`config.mk`:
```
export PLATFORM = sky130hd
export DESIGN_NAME = key_reset_conditioner
export DESIGN_NICKNAME = d
export VERILOG_FILES = /design/src/rtl/key_cond_pkg.sv /design/src/rtl/key_debounce.sv /design/src/rtl/key_reset_conditioner.sv
export SDC_FILE = /design/constraint.sdc
export NUM_CORES = 1
export LEC_CHECK = 0
export ABC_CLOCK_PERIOD_IN_PS = 1900
export CORE_MARGIN = 2
export CORE_UTILIZATION = 46
export CTS_BUF_LIST = sky130_fd_sc_hd__clkbuf_4 sky130_fd_sc_hd__clkbuf_8 sky130_fd_sc_hd__clkbuf_16
export DETAILED_ROUTE_END_ITERATION = 10
export GPL_TIMING_DRIVEN = 1
export PLACE_DENSITY = 0.65
export SLEW_MARGIN = 25
export SYNTH_ARGS = -nofsm -noshare
export SYNTH_HDL_FRONTEND = slang
export SYNTH_SLANG_ARGS = --single-unit
export TNS_END_PERCENT = 5
```
`constraint.sdc`:
```
create_clock -name clk -period 1.9 [get_ports clk]
set_clock_uncertainty 0.05 [all_clocks]
set_input_delay 0.19 -clock clk [delete_from_list [all_inputs] [get_ports clk]]
set_output_delay 0.19 -clock clk [all_outputs]
set_load 0.05 [all_outputs]
```
`src/rtl/key_cond_pkg.sv`:
```
// Shared types and defaults for the key / reset conditioner.
// Optional feature macro: KEY_COND_EVENT_EN (press/release pulse generation).
package key_cond_pkg;

  typedef enum logic [1:0] {
    RST_ASSERT = 2'd0,
    RST_HOLD   = 2'd1,
    RUN        = 2'd2
  } rst_state_e;

  localparam int unsigned DEFAULT_DEBOUNCE_CYCLES = 32'd250000;
  localparam int unsigned DEFAULT_RST_HOLD_CYCLES = 32'd16;

  // Counter width for a count of n; keeps at least one bit for degenerate n.
  function automatic int unsigned cnt_width(input int unsigned n);
    return (n > 32'd1) ? $clog2(n) : 32'd1;
  endfunction

endpackage

```
`src/rtl/key_debounce.sv`:
```
// One push-button channel: 2-flop synchronizer, stability counter, debounced
// level and optional press/release pulses (KEY_COND_EVENT_EN).
module key_debounce
  import key_cond_pkg::*;
#(
  parameter int unsigned DEBOUNCE_CYCLES = DEFAULT_DEBOUNCE_CYCLES
) (
  input  logic clk,
  input  logic reset_n,
  input  logic key_raw,
  output logic key_level,
  output logic key_press,
  output logic key_release
);

  localparam int unsigned CW = cnt_width(DEBOUNCE_CYCLES);
  localparam logic [CW-1:0] CNT_LAST = CW'(DEBOUNCE_CYCLES - 32'd1);

  logic          sync1_r;
  logic          sync2_r;
  logic          level_r;
  logic [CW-1:0] cnt_r;
  logic          mismatch_s;
  logic          accept_s;

  // The counter only advances while the sample disagrees with the level, and
  // the level flips exactly when it has seen DEBOUNCE_CYCLES disagreeing samples.
  assign mismatch_s = sync2_r ^ level_r;
  assign accept_s   = mismatch_s & (cnt_r == CNT_LAST);

  // Bring the asynchronous button into the clock domain (idle = released = 1).
  always_ff @(posedge clk or negedge reset_n) begin
    if (!reset_n) begin
      sync1_r <= 1'b1;
      sync2_r <= 1'b1;
    end else begin
      sync1_r <= key_raw;
      sync2_r <= sync1_r;
    end
  end

  // Count consecutive disagreeing samples and flip the level once stable.
  always_ff @(posedge clk or negedge reset_n) begin
    if (!reset_n) begin
      level_r <= 1'b1;
      cnt_r   <= '0;
    end else if (!mismatch_s) begin
      cnt_r   <= '0;
    end else if (accept_s) begin
      level_r <= ~level_r;
      cnt_r   <= '0;
    end else begin
      cnt_r   <= cnt_r + 1'b1;
    end
  end

  assign key_level = level_r;

`ifdef KEY_COND_EVENT_EN
  logic press_r;
  logic release_r;

  // Single-cycle events aligned with the level change (old level tells direction).
  always_ff @(posedge clk or negedge reset_n) begin
    if (!reset_n) begin
      press_r   <= 1'b0;
      release_r <= 1'b0;
    end else begin
      press_r   <= accept_s & level_r;
      release_r <= accept_s & ~level_r;
    end
  end

  assign key_press   = press_r;
  assign key_release = release_r;
`else
  assign key_press   = 1'b0;
  assign key_release = 1'b0;
`endif

endmodule

```
`src/rtl/key_reset_conditioner.sv`:
```
// Debounces NUM_KEYS push buttons and builds the system reset from key 0 and
// the JTAG reset request. Reset asserts asynchronously and releases
// synchronously after RST_HOLD_CYCLES quiet cycles.
// Optional feature macro: KEY_COND_EVENT_EN (press/release pulse outputs).
module key_reset_conditioner
  import key_cond_pkg::*;
#(
  parameter int unsigned NUM_KEYS        = 32'd2,
  parameter int unsigned DEBOUNCE_CYCLES = DEFAULT_DEBOUNCE_CYCLES,
  parameter int unsigned RST_HOLD_CYCLES = DEFAULT_RST_HOLD_CYCLES
) (
  input  logic                clk,
  input  logic                reset_n,
  input  logic [NUM_KEYS-1:0] key_raw_i,
  input  logic                jtag_reset_i,
  output logic [NUM_KEYS-1:0] key_level_o,
  output logic [NUM_KEYS-1:0] key_press_o,
  output logic [NUM_KEYS-1:0] key_release_o,
  output logic                sys_reset_n_o
);

  localparam int unsigned HW = cnt_width(RST_HOLD_CYCLES);
  localparam logic [HW-1:0] HOLD_LAST = HW'(RST_HOLD_CYCLES - 32'd1);

  rst_state_e    state_r;
  logic [HW-1:0] hold_cnt_r;
  logic          sys_reset_n_r;
  logic          jtag_sync1_r;
  logic          jtag_sync2_r;
  logic          src_active_s;

  genvar g;
  for (g = 0; g < NUM_KEYS; g = g + 1) begin : g_key
    key_debounce #(
      .DEBOUNCE_CYCLES(DEBOUNCE_CYCLES)
    ) u_key (
      .clk        (clk),
      .reset_n    (reset_n),
      .key_raw    (key_raw_i[g]),
      .key_level  (key_level_o[g]),
      .key_press  (key_press_o[g]),
      .key_release(key_release_o[g])
    );
  end

  // Bring the asynchronous JTAG reset request into the clock domain.
  always_ff @(posedge clk or negedge reset_n) begin
    if (!reset_n) begin
      jtag_sync1_r <= 1'b0;
      jtag_sync2_r <= 1'b0;
    end else begin
      jtag_sync1_r <= jtag_reset_i;
      jtag_sync2_r <= jtag_sync1_r;
    end
  end

  // Key 0 held down (debounced) or JTAG request keeps the system in reset.
  assign src_active_s = ~key_level_o[0] | jtag_sync2_r;

  // Reset sequencer; the output register is updated alongside the state so it
  // always equals (state == RUN) without a combinational input path.
  always_ff @(posedge clk or negedge reset_n) begin
    if (!reset_n) begin
      state_r       <= RST_ASSERT;
      hold_cnt_r    <= '0;
      sys_reset_n_r <= 1'b0;
    end else begin
      case (state_r)
        RST_ASSERT: begin
          hold_cnt_r    <= '0;
          sys_reset_n_r <= 1'b0;
          if (!src_active_s) begin
            state_r <= RST_HOLD;
          end else begin
            state_r <= RST_ASSERT;
          end
        end
        RST_HOLD: begin
          if (src_active_s) begin
            state_r       <= RST_ASSERT;
            hold_cnt_r    <= '0;
            sys_reset_n_r <= 1'b0;
          end else if (hold_cnt_r == HOLD_LAST) begin
            state_r       <= RUN;
            hold_cnt_r    <= '0;
            sys_reset_n_r <= 1'b1;
          end else begin
            hold_cnt_r    <= hold_cnt_r + 1'b1;
            sys_reset_n_r <= 1'b0;
          end
        end
        RUN: begin
          hold_cnt_r <= '0;
          if (src_active_s) begin
            state_r       <= RST_ASSERT;
            sys_reset_n_r <= 1'b0;
          end else begin
            sys_reset_n_r <= 1'b1;
          end
        end
        default: begin
          state_r       <= RST_ASSERT;
          hold_cnt_r    <= '0;
          sys_reset_n_r <= 1'b0;
        end
      endcase
    end
  end

  assign sys_reset_n_o = sys_reset_n_r;

endmodule

```
; Word level (Yosys, flattened, before mapping)
; Index checks and enable logic that the tools add are counted.
; W data, S select, Z words.
[op_classes]
n_addsub = 3
n_mul = 0
div_mod_pow = 0
order_cmp = 0
n_eq_ne = 7
shift = 0
mux = 16
bitwise = 7
n_reduce_logical = 4
[op_table]
columns = cell, count
row1 = $mux W18, 4
row2 = $add A18 B1 Y18 const B, 2
row3 = $eq A18 B18 Y1 const B, 2
row4 = $mux W4, 3
row5 = $mux W2, 3
row6 = $pmux W2 S3, 1
row7 = $reduce_and A2 Y1, 3
row8 = $add A4 B1 Y4 const B, 1
row9 = $eq A4 B4 Y1 const B, 1
row10 = $mux W1, 4
row11 = $ne A3 B3 Y1 const B, 1
row12 = $and A1 B1 Y1, 2
row13 = $eq A2 B1 Y1 const B, 1
row14 = $eq A2 B2 Y1 const B, 1
row15 = $logic_not A2 Y1, 1
row16 = $ne A2 B2 Y1 const B, 1
row17 = $not A1 Y1, 2
row18 = $pmux W1 S2, 1
row19 = $xor A1 B1 Y1, 2
row20 = $or A1 B1 Y1, 1
[totals]
reg_bits = 51
latchBits = 0
ram_bits = 0
rom_bits = 0
input_bits = 5
output_inout_bits = 7
wordCells = 50
mem_count = 0

; Logic depth before layout (Yosys ltp)
; Gate-level depths: netlist (run 1).
[logic_depth]
ltp_word = 4
ltp_mapped = 5
ltp_nobuf = 5

; Modules after synthesis
; Synthesis (run 1) repeated with hierarchy kept, for this count alone.
[unflattened]
hier_cells = 236
area_unflattened_um2 = 2497.4
[by_module_without_submodules]
columns = mod, n_inst, cells_per_inst, area_per_inst_um2, seq_area_each_um2
row1 = key_debounce (g_key[1].u_key), 1, 103, 1042.2, 529.3
row2 = key_debounce (g_key[0].u_key), 1, 99, 1038.5, 529.3
row3 = key_reset_conditioner, 1, 34, 416.6, 225.2

; Least setup slack after synthesis (run 1)
; No wires, ideal clock.
[synth_timing]
path_kind = register to register
from = register g_key[1].u_key.cnt_r[9]
to = register g_key[1].u_key.cnt_r[16]
setup_time_ps = 119
t_arrival_ps = 1625
required_ps = 1731
slack_ps = 107
path_stages_with_launch = 5
n_path_buf = 1
period_less_slack_ps = 1793
path_cell_list = dfrtp_1 -> or4_4 -> o41ai_4 -> buf_4 -> nor2_1
[synth_via]
elab_chain_len = 4
elab_cells_between_ends = 5
cone_classes = add/sub: 1 / eq/ne: 1 / mux: 2 / bitwise: 1
[synth_lines]
columns = item, line
row1 = "start, declared", key_debounce.sv:22  ; logic [CW-1:0] cnt_r;
row2 = "start signal, assigned", key_debounce.sv:53  ; cnt_r <= cnt_r + 1'b1;
row3 = branches (longest 2 deep; another with $add A18 B1 Y18), -
row4 = $mux W18 (*), key_debounce.sv:49  ; end else if (accept_s) begin
row5 = $mux W18 (*), key_debounce.sv:47  ; end else if (!mismatch_s) begin
; Every way passes the cells marked *.
; A chain may end at the register's enable or synchronous reset.

; Worst setup path in the final report (run 1)
[layout_timing]
from = register g_key[1].u_key.cnt_r[0]
to = register g_key[1].u_key.cnt_r[3]
; Same word-level chain as after synthesis.

==> results of run 1 <==
==> critical path, cell delays in order, from the launching register on <==
cell                      delay, ps
sky130_fd_sc_hd__dfrtp_1        400
sky130_fd_sc_hd__ha_1           220
sky130_fd_sc_hd__nand4_1        330
sky130_fd_sc_hd__o41ai_4        410
sky130_fd_sc_hd__buf_4          230
sky130_fd_sc_hd__nor2_1          60
==> area by class of cell <==
cell class              count  area share
well taps                  70     0.03196
multi-input cells         172      0.3927
repair buffers             17     0.05023
clock buffers               6     0.03014
clock inverters             2     0.01279
flip-flops and latches     51      0.4685
inverters                  10     0.01370
==> layout by cell type (no fill, tap or decap), drive strengths merged, types with 5 or more instances in the layout <==
cell type / n
clkbuf: 6
dfrtp: 45
nand4: 12
inv: 10
nand3: 13
o21ai: 5
dfstp: 6
a21oi: 5
xor2: 5
ha: 6
nand2: 11
buf: 12
nor3: 9
nor4: 12
nor2: 45
xnor2: 28
==> cell usage after synthesis, types with 3 or more instances <==
cell type                 number  area [um2]
sky130_fd_sc_hd__a21oi_1       5       25.02
sky130_fd_sc_hd__and3_1        3       18.77
sky130_fd_sc_hd__buf_4         7       52.55
sky130_fd_sc_hd__dfrtp_1      45        1126
sky130_fd_sc_hd__dfstp_2       6       157.7
sky130_fd_sc_hd__ha_1          6       75.07
sky130_fd_sc_hd__inv_1        10       37.54
sky130_fd_sc_hd__nand2_1      11       41.29
sky130_fd_sc_hd__nand3_1      13       65.06
sky130_fd_sc_hd__nand4_1      11       68.82
sky130_fd_sc_hd__nor2_1       45       168.9
sky130_fd_sc_hd__nor2b_1       3       18.77
sky130_fd_sc_hd__nor3_1        9       45.04
sky130_fd_sc_hd__nor4_1       12       75.07
sky130_fd_sc_hd__o21ai_0       4       20.02
sky130_fd_sc_hd__xnor2_1      28       245.2
sky130_fd_sc_hd__xor2_1        5       43.79
==> power by group through the flow <==
stage,clock [mW],sequential [mW],combinational [mW]
2_1_floorplan,0,1.14,0.0539
3_3_place_gp,0,1.14,0.0875
3_5_place_dp,0,1.14,0.0882
4_1_cts,0.803,1.12,0.0900
5_1_grt,0.852,1.12,0.101
6_report,0.784,1.12,0.0868
==> how the worst max path moves through the flow <==
stage                            start                        to  slack (ps)
2_1_floorplan  g_key[1].u_key.cnt_r[9]  g_key[1].u_key.cnt_r[16]         110
3_3_place_gp   g_key[1].u_key.cnt_r[6]  g_key[1].u_key.key_level         140
3_5_place_dp   g_key[1].u_key.cnt_r[0]   g_key[1].u_key.cnt_r[4]         110
4_1_cts        g_key[1].u_key.cnt_r[0]   g_key[1].u_key.cnt_r[4]         100
5_1_grt        g_key[1].u_key.cnt_r[0]  g_key[1].u_key.cnt_r[10]           5
6_report       g_key[1].u_key.cnt_r[0]   g_key[1].u_key.cnt_r[3]          90
==> metal layers <==
metal,vias up,part of all wire,track usage
met3,5,0.030,0.03529
met5,-,0,0
li1,837,-,-
met4,0,0.014,0.06000
met2,31,0.48,0.2544
met1,822,0.47,0.2017
==> timing repair <==
action | 4_1_cts | 5_1_grt
endpoints found under the hold margin | 45 | 0
gates resized for setup | 0 | 1
hold buffers | 1 | 0
setup endpoints to repair | 0 | 1
==> kinds of logic after synthesis <==
logic type | Yosys count
simple gates | 113
xor+xnor | 33
compound gates | 12
other cells | 1
flops | 51
fa+ha+maj | 6
buf+inv | 18
mux | 4
==> registers in the layout, summed over array words and instances, names as in the netlist <==
signal and cells:
g_key.u_key.sync1_r 2, state_r 2, g_key.u_key.key_level 2, g_key.u_key.cnt_r 36, jtag_sync1_r 1, sys_reset_n_o 1
hold_cnt_r 4, jtag_sync2_r 1, g_key.u_key.sync2_r 2
==> per-stage QoR <==
| step | std cells | setup slack [ps] |
|---|---|---|
| 2_1_floorplan | 241 | 106.5 |
| 3_3_place_gp | 319 | 141.0 |
| 3_5_place_dp | 319 | 112.2 |
| 4_1_cts | 328 | 103.5 |
| 5_1_grt | 328 | 4.638 |
| 6_report | 328 | 94.56 |
==> summary.txt, run 1 <==
Starting Density: 0.4772
leading register cell type out of synthesis: sky130_fd_sc_hd__dfrtp_1
post-synthesis area per instance: 10.24 um2
Total Die Area: 5897 um2
worst min-delay path endpoint: g_key[0].u_key.sync1_r
FF-to-FF path depth: 5
aggregate global-route resource usage: 0.1557
remaining antenna violation count: 0
worst-case vdd ir drop: 297.9 uV
setup tns final: 0 ps
post-synthesis xor/xnor area fraction: 0.1186
outcome: completed
FF+latch count, synth: 51
leakage: 1.136 nW
port buffer count: 7
wire length of the first global-routing pass: 7389 um
number of inserted diodes: 0
routed length per instance: 12.70 um
htree depth: 2
Clock transition at path regs: 90 ps
hold path start: key_raw_i[0]
endpoint of the worst register-to-register path: g_key[1].u_key.cnt_r[3]
total of max-cap violations: 0
wire length reported by the detailed router: 4164 um
worst setup slack for register-to-register paths: 90 ps
final clock period utilization by the worst path: 0.9502
proportion of power drawn by the clock network: 0.394
TritonCTS clock tree: yes
setup violators final: 0
count of final hold-check violations: 0
final worst hold slack: 237.7 ps
area fraction in compound gates after synthesis: 0.03593
total CTS buffers: 5
Vias/cell: 5.168
count of cells along the worst hold path: 1
detailed-route DRC error count: 0
initial antenna violation count: 0
die height: 76.79 um
fraction of the mapped netlist area in simple logic gates: 0.2300
Startpoint Class: flip-flop
half-perimeter wire length of the detailed placement result: 2834 um
largest family of logic cells by synthesized area: simple AND/OR/NAND/NOR gates
worst-margin pin slew: 613.1 ps
placeable core region: 5107 um2
RSZ-0062 raised after global routing: false
Total Power Consumption: 1.988 mW
capturing element type of the critical path: flip-flop
maximum number of pins on one net before global-route repair: 52
share of total power in combinational logic: 0.044
Bufs on Longest Clock Path: 2
Tightest Hold Check Type: primary input to flip-flop
number of cell rows: 26
mapped cell area: 2437 um2
DRC violation total after the first TritonRoute iteration: 54
Netlist cell types: 29
Flop pwr share: 0.562
required time worst endpoint: 2040 ps
switching fraction of total power: 0.2164
overall via count from detail_route: 1695
sequential area share after synthesis: 0.5267
data arrival time of the critical path: 1950 ps
Net count, final: 268
boundary pin count: 12
share of final-layout standard cells stronger than drive strength 1: 0.1279
total setup buffers inserted after CTS: 0
GRT Residual Overflow: 0
Synth-to-Final Area Change: 12.42%
overall die width: 76.79 um
Final Critical Period: 1805 ps
warnings from Yosys: 0
power per cell area: 725.6 nW/um2
final core area utilization: 0.5365
design area: 2740 um2
cell area after placement: 2606 um2
sinks on the clock net: 51
worst r2r src: g_key[1].u_key.cnt_r[0]
net switching power figure: 0.4302 mW
startpoint-to-endpoint class of the critical path: flip-flop to flip-flop
number of inserted filler cells in the final layout: 481
adder-cell area share of the yosys netlist: 0.03080
combined area of the multi-input logic cells: 1076 um2
biggest fanout along the worst timing path: 11
multiplexer share of the synthesized area: 0.01745
vias in the first global route: 1641
cell-internal power: 1.558 mW
Sequential cell area: 1284 um2
count of flip-flops with a built-in enable after synthesis: 0
clock latency at the later pin of the worst-skew pair: 300 ps
DRT Pass-1 Iters: 4
Placer Congestion: 0.7968
number of pins with negative max-slew slack in the final report: 0
number of instances in the synthesized netlist: 238
cell at the root of the clock tree: sky130_fd_sc_hd__clkbuf_8
achievable frequency: 553.9 MHz
worst rel slew slack: 0.5913
async set or reset register ratio after synthesis: 1.000
Power figures use the tool's default switching activity.
==> run 2: changes to the inputs <==
--- a/config.mk
+++ b/config.mk
@@ -10,6 +10,7 @@
 export CORE_UTILIZATION = 46
 export CTS_BUF_LIST = sky130_fd_sc_hd__clkbuf_4 sky130_fd_sc_hd__clkbuf_8 sky130_fd_sc_hd__clkbuf_16
 export DETAILED_ROUTE_END_ITERATION = 10
+export GPL_ROUTABILITY_DRIVEN = 0
 export GPL_TIMING_DRIVEN = 1
 export PLACE_DENSITY = 0.65
 export SLEW_MARGIN = 25
==> results of run 2 <==
The final DEF is identical to that of run 1; final timing and power are the same.
==> run 3: changes to the inputs <==
--- a/config.mk
+++ b/config.mk
@@ -5,14 +5,16 @@
 export SDC_FILE = /design/constraint.sdc
 export NUM_CORES = 1
 export LEC_CHECK = 0
-export ABC_CLOCK_PERIOD_IN_PS = 1900
+export ABC_CLOCK_PERIOD_IN_PS = 2100
 export CORE_MARGIN = 2
 export CORE_UTILIZATION = 46
 export CTS_BUF_LIST = sky130_fd_sc_hd__clkbuf_4 sky130_fd_sc_hd__clkbuf_8 sky130_fd_sc_hd__clkbuf_16
 export DETAILED_ROUTE_END_ITERATION = 10
 export GPL_ROUTABILITY_DRIVEN = 0
 export GPL_TIMING_DRIVEN = 1
-export PLACE_DENSITY = 0.65
+export MAX_ROUTING_LAYER = met4
+export PLACE_DENSITY = 0.63
+export SKIP_CTS_REPAIR_TIMING = 1
 export SLEW_MARGIN = 25
 export SYNTH_ARGS = -nofsm -noshare
 export SYNTH_HDL_FRONTEND = slang
==> constraint.sdc (replaced) <==
create_clock -name clk -period 2.1 [get_ports clk]
set_clock_uncertainty 0.05 [all_clocks]
set_input_delay 0.21 -clock clk [delete_from_list [all_inputs] [get_ports clk]]
set_output_delay 0.21 -clock clk [all_outputs]
set_load 0.05 [all_outputs]
==> run 3 against run 2 <==
Design area is 1.2% lower. Global-route usage is 0.67 points higher. Critical path depth is 4 lower. Die area stayed put. Sequential power is 9.8% lower. Register-to-register slack better by 170 ps. Flip-flop and latch count stayed put. Hold slack better by 25 ps. Via count is 2.9% lower. Clock power is 26% lower. First-iteration DRC count is 96% higher. Sequential share of layout area is 0.58 points higher. Critical path type is now flip-flop to output port.
==> summary.txt, run 3 (synthesis gave the netlist of run 1 again) <==
outcome: completed
setup tns final: 0 ps
Final Critical Period: 1920 ps
setup violators final: 0
cell-internal power: 1.306 mW
Worst Setup Slack, final: 179.7 ps
DRT Pass-1 Iters: 4
registers with the most flip-flops: g_key.u_key.cnt_r: 36 flops, hold_cnt_r: 4 flops
final worst hold slack: 262.8 ps
wire length of the first global-routing pass: 7431 um
boundary pin count: 12
worst-case vdd ir drop: 278.5 uV
Bufs on Longest Clock Path: 2
grt met1 use: 0.2204
vias in the first global route: 1649
Synth-to-Final Area Change: 11.04%
worst r2r src: g_key[1].u_key.cnt_r[0]
cells along the critical path: clkdlybuf4s50_1
detailed-route DRC error count: 0
Flop pwr share: 0.603
wire length reported by the detailed router: 4064 um
capturing element type of the critical path: output port
Vias/cell: 5.062
clock latency at the later pin of the worst-skew pair: 290 ps
total CTS buffers: 5
number of inserted diodes: 0
Critical Path Slowest Stage Cell: sky130_fd_sc_hd__clkdlybuf4s50_1
DRC violation total after the first TritonRoute iteration: 106
leakage: 1.113 nW
total of max-cap violations: 0
proportion of power drawn by the clock network: 0.348
FF-to-FF path depth: 5
Placed Instances: 316
worst min-delay path endpoint: g_key[0].u_key.sync1_r
Startpoint Class: flip-flop
maximum number of pins on one net before global-route repair: 36
M3 GR Usage: 0.03176
largest incremental delay on the critical path: 800 ps
required time worst endpoint: 1840 ps
aggregate global-route resource usage: 0.1624
port buffer count: 7
overall die width: 76.79 um
count of final hold-check violations: 0
Tightest Hold Check Type: primary input to flip-flop
non-filler cells in the finished layout: 325
data arrival time of the critical path: 1660 ps
net switching power figure: 0.3711 mW
achievable frequency: 520.7 MHz
sinks on the clock net: 51
number of pins with negative max-slew slack in the final report: 0
number of flip-flops under the largest register name: 36
worst setup slack for register-to-register paths: 260 ps
placement-stage worst setup slack: 261.7 ps
endpoint of the worst register-to-register path: g_key[1].u_key.cnt_r[5]
top library cells by usage in the layout, fill and taps aside: 45 x sky130_fd_sc_hd__nor2_1, 45 x sky130_fd_sc_hd__dfrtp_1, 28 x sky130_fd_sc_hd__xnor2_1, 13 x sky130_fd_sc_hd__nand3_1, 12 x sky130_fd_sc_hd__nor4_1
htree depth: 2
cell class contributing the biggest share of worst-path delay: buffers and inverters
remaining antenna violation count: 0
Total Power Consumption: 1.677 mW
RSZ-0062 raised after global routing: false
routed length per instance: 12.50 um
Starting Density: 0.4772
TritonCTS clock tree: yes
share of total power in combinational logic: 0.050
initial antenna violation count: 0
Clock transition at path regs: 90 ps
register with the most flip-flops: g_key.u_key.cnt_r
die height: 76.79 um
grt met2 use: 0.2456
GRT Residual Overflow: 0
switching fraction of total power: 0.2213
startpoint-to-endpoint class of the critical path: flip-flop to output port
most utilized layer in the global route result: met2
count of cells along the worst hold path: 1
hold path start: key_raw_i[0]
Net count, final: 265
power per cell area: 619.5 nW/um2
number of inserted filler cells in the final layout: 491
share of final-layout standard cells stronger than drive strength 1: 0.1059
overall via count from detail_route: 1645
final clock period utilization by the worst path: 0.9144
half-perimeter wire length of the detailed placement result: 2944 um
placeable core region: 5107 um2
cell at the root of the clock tree: sky130_fd_sc_hd__clkbuf_8
number of cell rows: 26
WP buf/inv: 1
Total Die Area: 5897 um2
biggest fanout along the worst timing path: 4
## run 3: layout make-up
| class | count | area, um2 | area share |
|---|---|---|---|
| sequential | 51 | 1284 | 0.4743 |
| inverter | 10 | 37.54 | 0.01387 |
| clock inverter | 1 | 5.005 | 0.001849 |
| tap | 70 | 87.58 | 0.03236 |
| clock buffer | 7 | 90.09 | 0.03329 |
| timing repair buffer | 14 | 132.6 | 0.04901 |
| multi-input combinational | 172 | 1070 | 0.3953 |
## run 3: layer usage
layer | share of wire | wire [um]
met3 | 0.014 | 58
met2 | 0.46 | 1852
met1 | 0.52 | 2105
met4 | 0.012 | 47
met5 | 0 | 0
## run 3: worst max-delay path by stage
stage	slack [ps]	startpoint	depth (start not counted)	endpoint
final	180	g_key[0].u_key.key_level	1	key_level_o[0]
after global routing	120	g_key[1].u_key.cnt_r[0]	5	g_key[1].u_key.cnt_r[10]
after CTS	160	g_key[0].u_key.key_level	1	key_level_o[0]
after detailed placement	260	g_key[1].u_key.cnt_r[0]	4	g_key[1].u_key.key_level
after global placement	300	g_key[1].u_key.cnt_r[0]	4	g_key[1].u_key.key_level
after floorplan	310	g_key[1].u_key.cnt_r[9]	4	g_key[1].u_key.cnt_r[11]
## run 3: power groups by stage
stage,registers (mW),logic [mW],clock network (mW)
3_3_place_gp,1.03,0.0834,0
6_report,1.01,0.0831,0.583
2_1_floorplan,1.03,0.0488,0
5_1_grt,1.01,0.0957,0.656
4_1_cts,1.01,0.0847,0.612
3_5_place_dp,1.03,0.0843,0
## run 3: worst reg2reg max path, stage by stage (launching register included)
cell and delay, ps:
sky130_fd_sc_hd__dfrtp_1 390, sky130_fd_sc_hd__ha_1 210, sky130_fd_sc_hd__nand4_1 350, sky130_fd_sc_hd__o41ai_4 420
sky130_fd_sc_hd__buf_4 240, sky130_fd_sc_hd__nor2_1 70
## run 3: stage by stage
step | cell area [um2] | utilization
floorplan | 2449 | -
global placement | 2601 | 0.5093
detailed placement | 2601 | 0.5093
CTS | 2696 | 0.5279
global route | 2706 | 0.5299
finish | 2706 | 0.5299
